## config.mk

```make
export PLATFORM = sky130hd
export DESIGN_NAME = imul_seq_flat
export DESIGN_NICKNAME = d
export VERILOG_FILES = /design/src/rtl/imul_seq_if.sv /design/src/rtl/imul_seq.sv /design/src/flat_wrapper.sv
export SDC_FILE = /design/constraint.sdc
export NUM_CORES = 1
export LEC_CHECK = 0
export BUFFER_PORTS_ARGS = -buffer_cell sky130_fd_sc_hd__buf_2
export CAP_MARGIN = 10
export CORE_ASPECT_RATIO = 1.25
export CORE_MARGIN = 3
export CORE_UTILIZATION = 50
export DETAILED_ROUTE_END_ITERATION = 8
export GPL_TIMING_DRIVEN = 0
export HOLD_SLACK_MARGIN = 0.15
export PLACE_DENSITY = 0.69
export SLEW_MARGIN = 10
export SYNTH_ARGS = -nofsm -noshare
export SYNTH_HDL_FRONTEND = slang
export SYNTH_SLANG_ARGS = --single-unit
```

## constraint.sdc

```tcl
create_clock -name Clock -period 4.34 [get_ports Clock]
set_input_delay 0.434 -clock Clock [delete_from_list [all_inputs] [get_ports Clock]]
set_output_delay 0.434 -clock Clock [all_outputs]
set_load 0.02 [all_outputs]
```

## src/rtl/imul_seq_if.sv

```systemverilog
// imul_seq start/ready/done handshake bundle.
// The master drives the request and the slave returns the product.
interface imul_seq_if #(
    parameter int SIZE = 16
);
    logic              iStart;
    logic              iSigned;
    logic [SIZE-1:0]   iA;
    logic [SIZE-1:0]   iB;
    logic              oReady;
    logic              oDone;
    logic [2*SIZE-1:0] oProduct;

    modport master (
        output iStart, iSigned, iA, iB,
        input  oReady, oDone, oProduct
    );

    modport slave (
        input  iStart, iSigned, iA, iB,
        output oReady, oDone, oProduct
    );
endinterface

```

## src/rtl/imul_seq.sv

```systemverilog
// Iterative signed/unsigned multiplier.
// It retires BITS_PER_CYCLE multiplier bits per clock.
module imul_seq #(
    parameter int SIZE           = 16,
    parameter int BITS_PER_CYCLE = 1
) (
    input logic       Clock,
    input logic       Reset,
    imul_seq_if.slave bus
);
    localparam int N  = SIZE / BITS_PER_CYCLE;
    localparam int CW = (N > 1) ? $clog2(N) : 1;
    localparam int W  = 2 * SIZE;

    if (!(BITS_PER_CYCLE inside {1, 2, 4, 8}) ||
        (SIZE % BITS_PER_CYCLE) != 0) begin : g_bad_cfg
        $error("imul_seq: illegal SIZE/BITS_PER_CYCLE");
    end

    typedef enum logic [1:0] {
        IDLE,
        BUSY,
        DONE
    } state_t;

    state_t                    state;
    logic [SIZE-1:0]           mag_a;
    logic [SIZE-1:0]           mr;
    logic                      neg;
    logic [W-1:0]              acc;
    logic [W-1:0]              prod_q;
    logic                      done_q;
    logic [CW-1:0]             cnt;

    logic [SIZE-1:0]           abs_a;
    logic [SIZE-1:0]           abs_b;
    logic [BITS_PER_CYCLE-1:0] digit;
    logic [W-1:0]              pp;

    always_comb begin
        abs_a = bus.iA;
        abs_b = bus.iB;
        if (bus.iSigned && bus.iA[SIZE-1])
            abs_a = ~bus.iA + SIZE'(1);
        if (bus.iSigned && bus.iB[SIZE-1])
            abs_b = ~bus.iB + SIZE'(1);
        digit = mr[BITS_PER_CYCLE-1:0];
        pp    = W'(mag_a) * W'(digit);
    end

    always_ff @(posedge Clock) begin
        done_q <= 1'b0;
        if (Reset) begin
            state  <= IDLE;
            mag_a  <= '0;
            mr     <= '0;
            neg    <= 1'b0;
            acc    <= '0;
            cnt    <= '0;
            prod_q <= '0;
        end else begin
            unique case (state)
                IDLE: begin
                    if (bus.iStart) begin
                        mag_a <= abs_a;
                        mr    <= abs_b;
                        neg   <= bus.iSigned &
                                 (bus.iA[SIZE-1] ^ bus.iB[SIZE-1]);
                        acc   <= '0;
                        cnt   <= '0;
                        state <= BUSY;
                    end
                end
                BUSY: begin
                    // partial product lands at weight k*BITS_PER_CYCLE
                    acc <= acc + (pp << (int'(cnt) * BITS_PER_CYCLE));
                    mr  <= mr >> BITS_PER_CYCLE;
                    if (cnt == CW'(N - 1))
                        state <= DONE;
                    else
                        cnt <= cnt + CW'(1);
                end
                DONE: begin
                    prod_q <= neg ? (~acc + W'(1)) : acc;
                    done_q <= 1'b1;
                    state  <= IDLE;
                end
                default: state <= IDLE;
            endcase
        end
    end

    assign bus.oReady   = (state == IDLE);
    assign bus.oDone    = done_q;
    assign bus.oProduct = prod_q;
endmodule
```

## src/flat_wrapper.sv

```systemverilog
// flat-port wrapper written by rule: the top's interface ports become plain ports
module imul_seq_flat 
#(
    parameter int SIZE           = 16,
    parameter int BITS_PER_CYCLE = 1
)
  (Clock, Reset, bus_iStart, bus_iSigned, bus_iA, bus_iB, bus_oReady, bus_oDone, bus_oProduct);
  imul_seq_if #(.SIZE(SIZE)) bus_i ();
  input logic Clock;
  input logic Reset;
  input wire logic [$bits(bus_i.iStart)-1:0] bus_iStart;
  input wire logic [$bits(bus_i.iSigned)-1:0] bus_iSigned;
  input wire logic [$bits(bus_i.iA)-1:0] bus_iA;
  input wire logic [$bits(bus_i.iB)-1:0] bus_iB;
  output wire logic [$bits(bus_i.oReady)-1:0] bus_oReady;
  output wire logic [$bits(bus_i.oDone)-1:0] bus_oDone;
  output wire logic [$bits(bus_i.oProduct)-1:0] bus_oProduct;
  assign bus_i.iStart = bus_iStart;
  assign bus_i.iSigned = bus_iSigned;
  assign bus_i.iA = bus_iA;
  assign bus_i.iB = bus_iB;
  assign bus_oReady = bus_i.oReady;
  assign bus_oDone = bus_i.oDone;
  assign bus_oProduct = bus_i.oProduct;
  imul_seq #(.SIZE(SIZE), .BITS_PER_CYCLE(BITS_PER_CYCLE)) u_core (.Clock(Clock), .Reset(Reset), .bus(bus_i));
endmodule
```

==> flow_metrics.py <==
metrics = {
    "global_routing": {
        "grt_pass1_wl_um": 33900,
        "grt_pass1_vias": 6819,
        "grt_overflow": 0,
        "grt_usage_pct": 25.6,
        "grt_max_degree": 17,
        "antenna_found_initial": 0,
    },
    "cts": {
        "clockRootBuffer": "clkbuf_16",
        "cts_tree": "built",
        "cts_buffer_depth": 2,
        "htreeDepth": 3,
        "numClockSinks": 104,
        "worstSkewPairLatency_ns": 0.36,
        "clkTransAtPathRegs_ns": 0.07,
        "numCtsBuffers": 9,
    },
    "floorplan": {
        "dieArea_um2": 16700,
        "start_util_pct": 51.9,
        "core_area_um2": 14600,
        "die_height_um": 144,
        "die_w_um": 116,
        "ioPinCount": 70,
        "fp-row-count": 49,
    },
    "sta": {
        "whs_ns": 0.346,
        "skew_ns": 0.00929,
        "fin_crit_sh_pct": 95.7,
        "tightestPinTransition_ns": 0.891,
        "slew_violations": 0,
        "rsz0062_at_grt": "no",
        "min_period_ns": 4.15,
        "slew_headroom_pct": 40.4,
        "setup-violations-final": 0,
        "fin_tns_setup_ns": 0,
        "fmax_mhz": 241,
        "hold_viol_final": 0,
    },
    "run_status": {
        "outcome": "finished clean",
    },
    "synthesis": {
        "yosys_warnings": 0,
        "synth_area_um2": 7570,
        "synth-seq-area-share_pct": 27.5,
        "synthArstFlopShare_pct": 0,
        "syn_area_per_cell_um2": 7.85,
        "synth.distinct_cells": 78,
        "synth_flop_cell": "dfxtp_1",
        "ys_ff_latch": 104,
        "synth-edff-count": 0,
        "syn_nets": 1041,
        "synthCells": 965,
    },
    "critical_path": {
        "cp.arrival_ns": 4.40,
        "r2r_cells": 14,
        "path_cells": "clkbuf_1 -> mux4_2 -> nand2_1 -> nor2_1 -> a31oi_1 -> o22ai_1 -> ha_1 -> nand2_4 -> nor4b_2 -> o31ai_2 -> a2111oi_4 -> o21ai_1 -> and3_1 -> or3_1",
        "cp.required_ns": 4.58,
        "cpPeakStageDelay_ns": 0.53,
        "crit_slowest_cell": "a2111oi_4",
        "crit_fanout": 10,
        "path_class": "register to register",
        "end_kind": "register",
        "startpoint_type": "register",
    },
    "final_layout": {
        "layout-drive-gt1-share_pct": 13.7,
        "post-route-util_pct": 58.0,
        "areaGrowthSynthToFinish_pct": 11.7,
        "fill_cells": 1440,
        "diodes": 0,
        "instances_no_fill": 1228,
        "final_cell_area_um2": 8460,
        "seqCellArea_um2": 2080,
        "nNetsFinal": 1121,
        "multi_input_area_um2": 5170,
    },
    "detailed_routing": {
        "wirelength_um": 21200,
        "dr.pass1.iters": 5,
        "drt-initial-drc-count": 381,
        "routedWlPerCell_um": 17.3,
        "drc": 0,
        "drtAntennaViolNets": 0,
        "vias": 7281,
        "routed_via_density": 5.93,
    },
    "place": {
        "io_buffers": 68,
        "place_congestion": 0.978,
        "placed_cell_area_um2": 8140,
        "dpl.hpwl_um": 16600,
        "dp.cells": 1211,
    },
    "pwr": {
        "power.density_nw_per_um2": 250,
        "ir_drop_uv": 149,
        "p_leak_nw": 3.30,
    },
    "hold_path": {
        "holdPathStages": 3,
        "hold_path_class": "input port to register",
    },
    "run": {
        "maxCapViolCount": 0,
    },
}
[per-layer routing]
metal  wire, µm  global-route usage [%]
met5          0                       0
met4        603                    8.55
met3       1130                    4.38
met2      10600                    46.2
met1       8850                    30.6
[worst max-delay path: cells and delay by family, from the launching register on]
kind	cells	cell delay (ns)
AOI/OAI and AO/OA	5	1.36
adders and majority gates	1	0.43
and+or+nand+nor	6	1.00
buffers and inverters	1	0.42
DFF	1	0.46
muxes	1	0.37
[cells by family after synthesis]
| family | after synthesis | synth area share, % |
|---|---|---|
| adder cells (fa/ha/maj) | 40 | 6.71 |
| XOR/XNOR | 72 | 8.33 |
| multiplexers | 26 | 5.39 |
| flip-flops | 104 | 27.5 |
| AND/OR/NAND/NOR | 370 | 23.0 |
| buffers and inverters | 84 | 4.71 |
| AO/OA/AOI/OAI | 269 | 24.4 |
[sequential cells by signal, indices dropped and copies added, names as in the netlist]
signal               cells
u_core.bus.oProduct     32
u_core.mag_a            16
u_core.mr               16
u_core.state             2
u_core.cnt               4
u_core.bus.oDone         1
u_core.acc              32
u_core.neg               1
[power by group]
group	switching (mW)	leakage (nW)	internal [mW]
Sequential	0.0289	0.844	0.983
Clock	0.375	0.123	0.391
Combinational	0.207	2.33	0.129
[synth_stat cells, drive strengths merged (6+ instances only)]
master | n | area (µm²)
inv | 21 | 78.8
and3 | 6 | 37.5
o21ai | 61 | 305
dfxtp | 104 | 2080
or3 | 8 | 51.3
mux4 | 11 | 248
xnor2 | 29 | 254
mux2i | 7 | 70.1
nor2 | 145 | 544
nand2 | 101 | 389
clkbuf | 44 | 165
and2 | 8 | 50.1
mux2 | 8 | 90.1
nor3 | 23 | 126
a22o | 8 | 70.1
nand4 | 17 | 113
nand3 | 21 | 115
nand2b | 8 | 50.1
buf | 19 | 113
nor2b | 9 | 56.3
ha | 39 | 488
a222oi | 11 | 110
a21oi | 58 | 294
a211oi | 35 | 263
a31oi | 12 | 75.1
xor2 | 43 | 377
nor4 | 7 | 71.3
o31ai | 18 | 150
o41ai | 6 | 75.1
[layout make-up]
class | count | share of cell area [%]
multi-input combinational | 777 | 61.2
clock inverter | 4 | 0.340
tap | 178 | 2.63
sequential | 104 | 24.6
timing repair buffer | 69 | 4.11
clock buffer | 12 | 2.80
buffer | 63 | 3.42
inverter | 21 | 0.932
[what timing repair did]
item	in CTS	in global routing
setup endpoints to repair	2	9
pin swaps	3	2
hold buffers	0	0
buffers inserted	1	0
gates resized for setup	3	8
gates cloned	0	0
[stage by stage]
| step | setup slack, ns | total power, mW |
|---|---|---|
| after global placement | -0.196 | 1.36 |
| final | 0.186 | 2.11 |
| after CTS | 0.0421 | 2.12 |
| after global routing | 0.00850 | 2.21 |
| after detailed placement | -0.200 | 1.36 |
| after floorplan | 0.611 | 1.26 |
[layout by cell type (no fill, tap or decap), types with 6 or more instances in the layout]
cell type    n
nor2_1     145
dfxtp_1    104
nand2_1     99
buf_2       69
o21ai_0     59
a21oi_1     57
clkbuf_1    46
xor2_1      43
ha_1        39
a211oi_1    34
xnor2_1     29
nor3_1      22
inv_1       21
nand3_1     19
nand4_1     16
o31ai_1     14
a31oi_1     12
mux4_2      11
a222oi_1    11
nor2b_1      9
clkbuf_16    9
mux2_2       8
nand2b_1     8
a22o_1       8
buf_1        7
mux2i_1      7
and2_1       7
or3_1        7
buf_4        7
and3_1       6
[final timing paths]
path	startpoint	endpoint	slack, ns
worst max register to register	u_core.cnt[1]	u_core.acc[28]	0.19
worst min-delay path	bus_iA[0]	u_core.mag_a[0]	0.35
worst min register to register	u_core.bus.oProduct[0]	u_core.bus.oProduct[0]	0.46
worst max-delay path	u_core.cnt[1]	u_core.acc[28]	0.19
No activity file was read; power rests on OpenSTA's default activity.
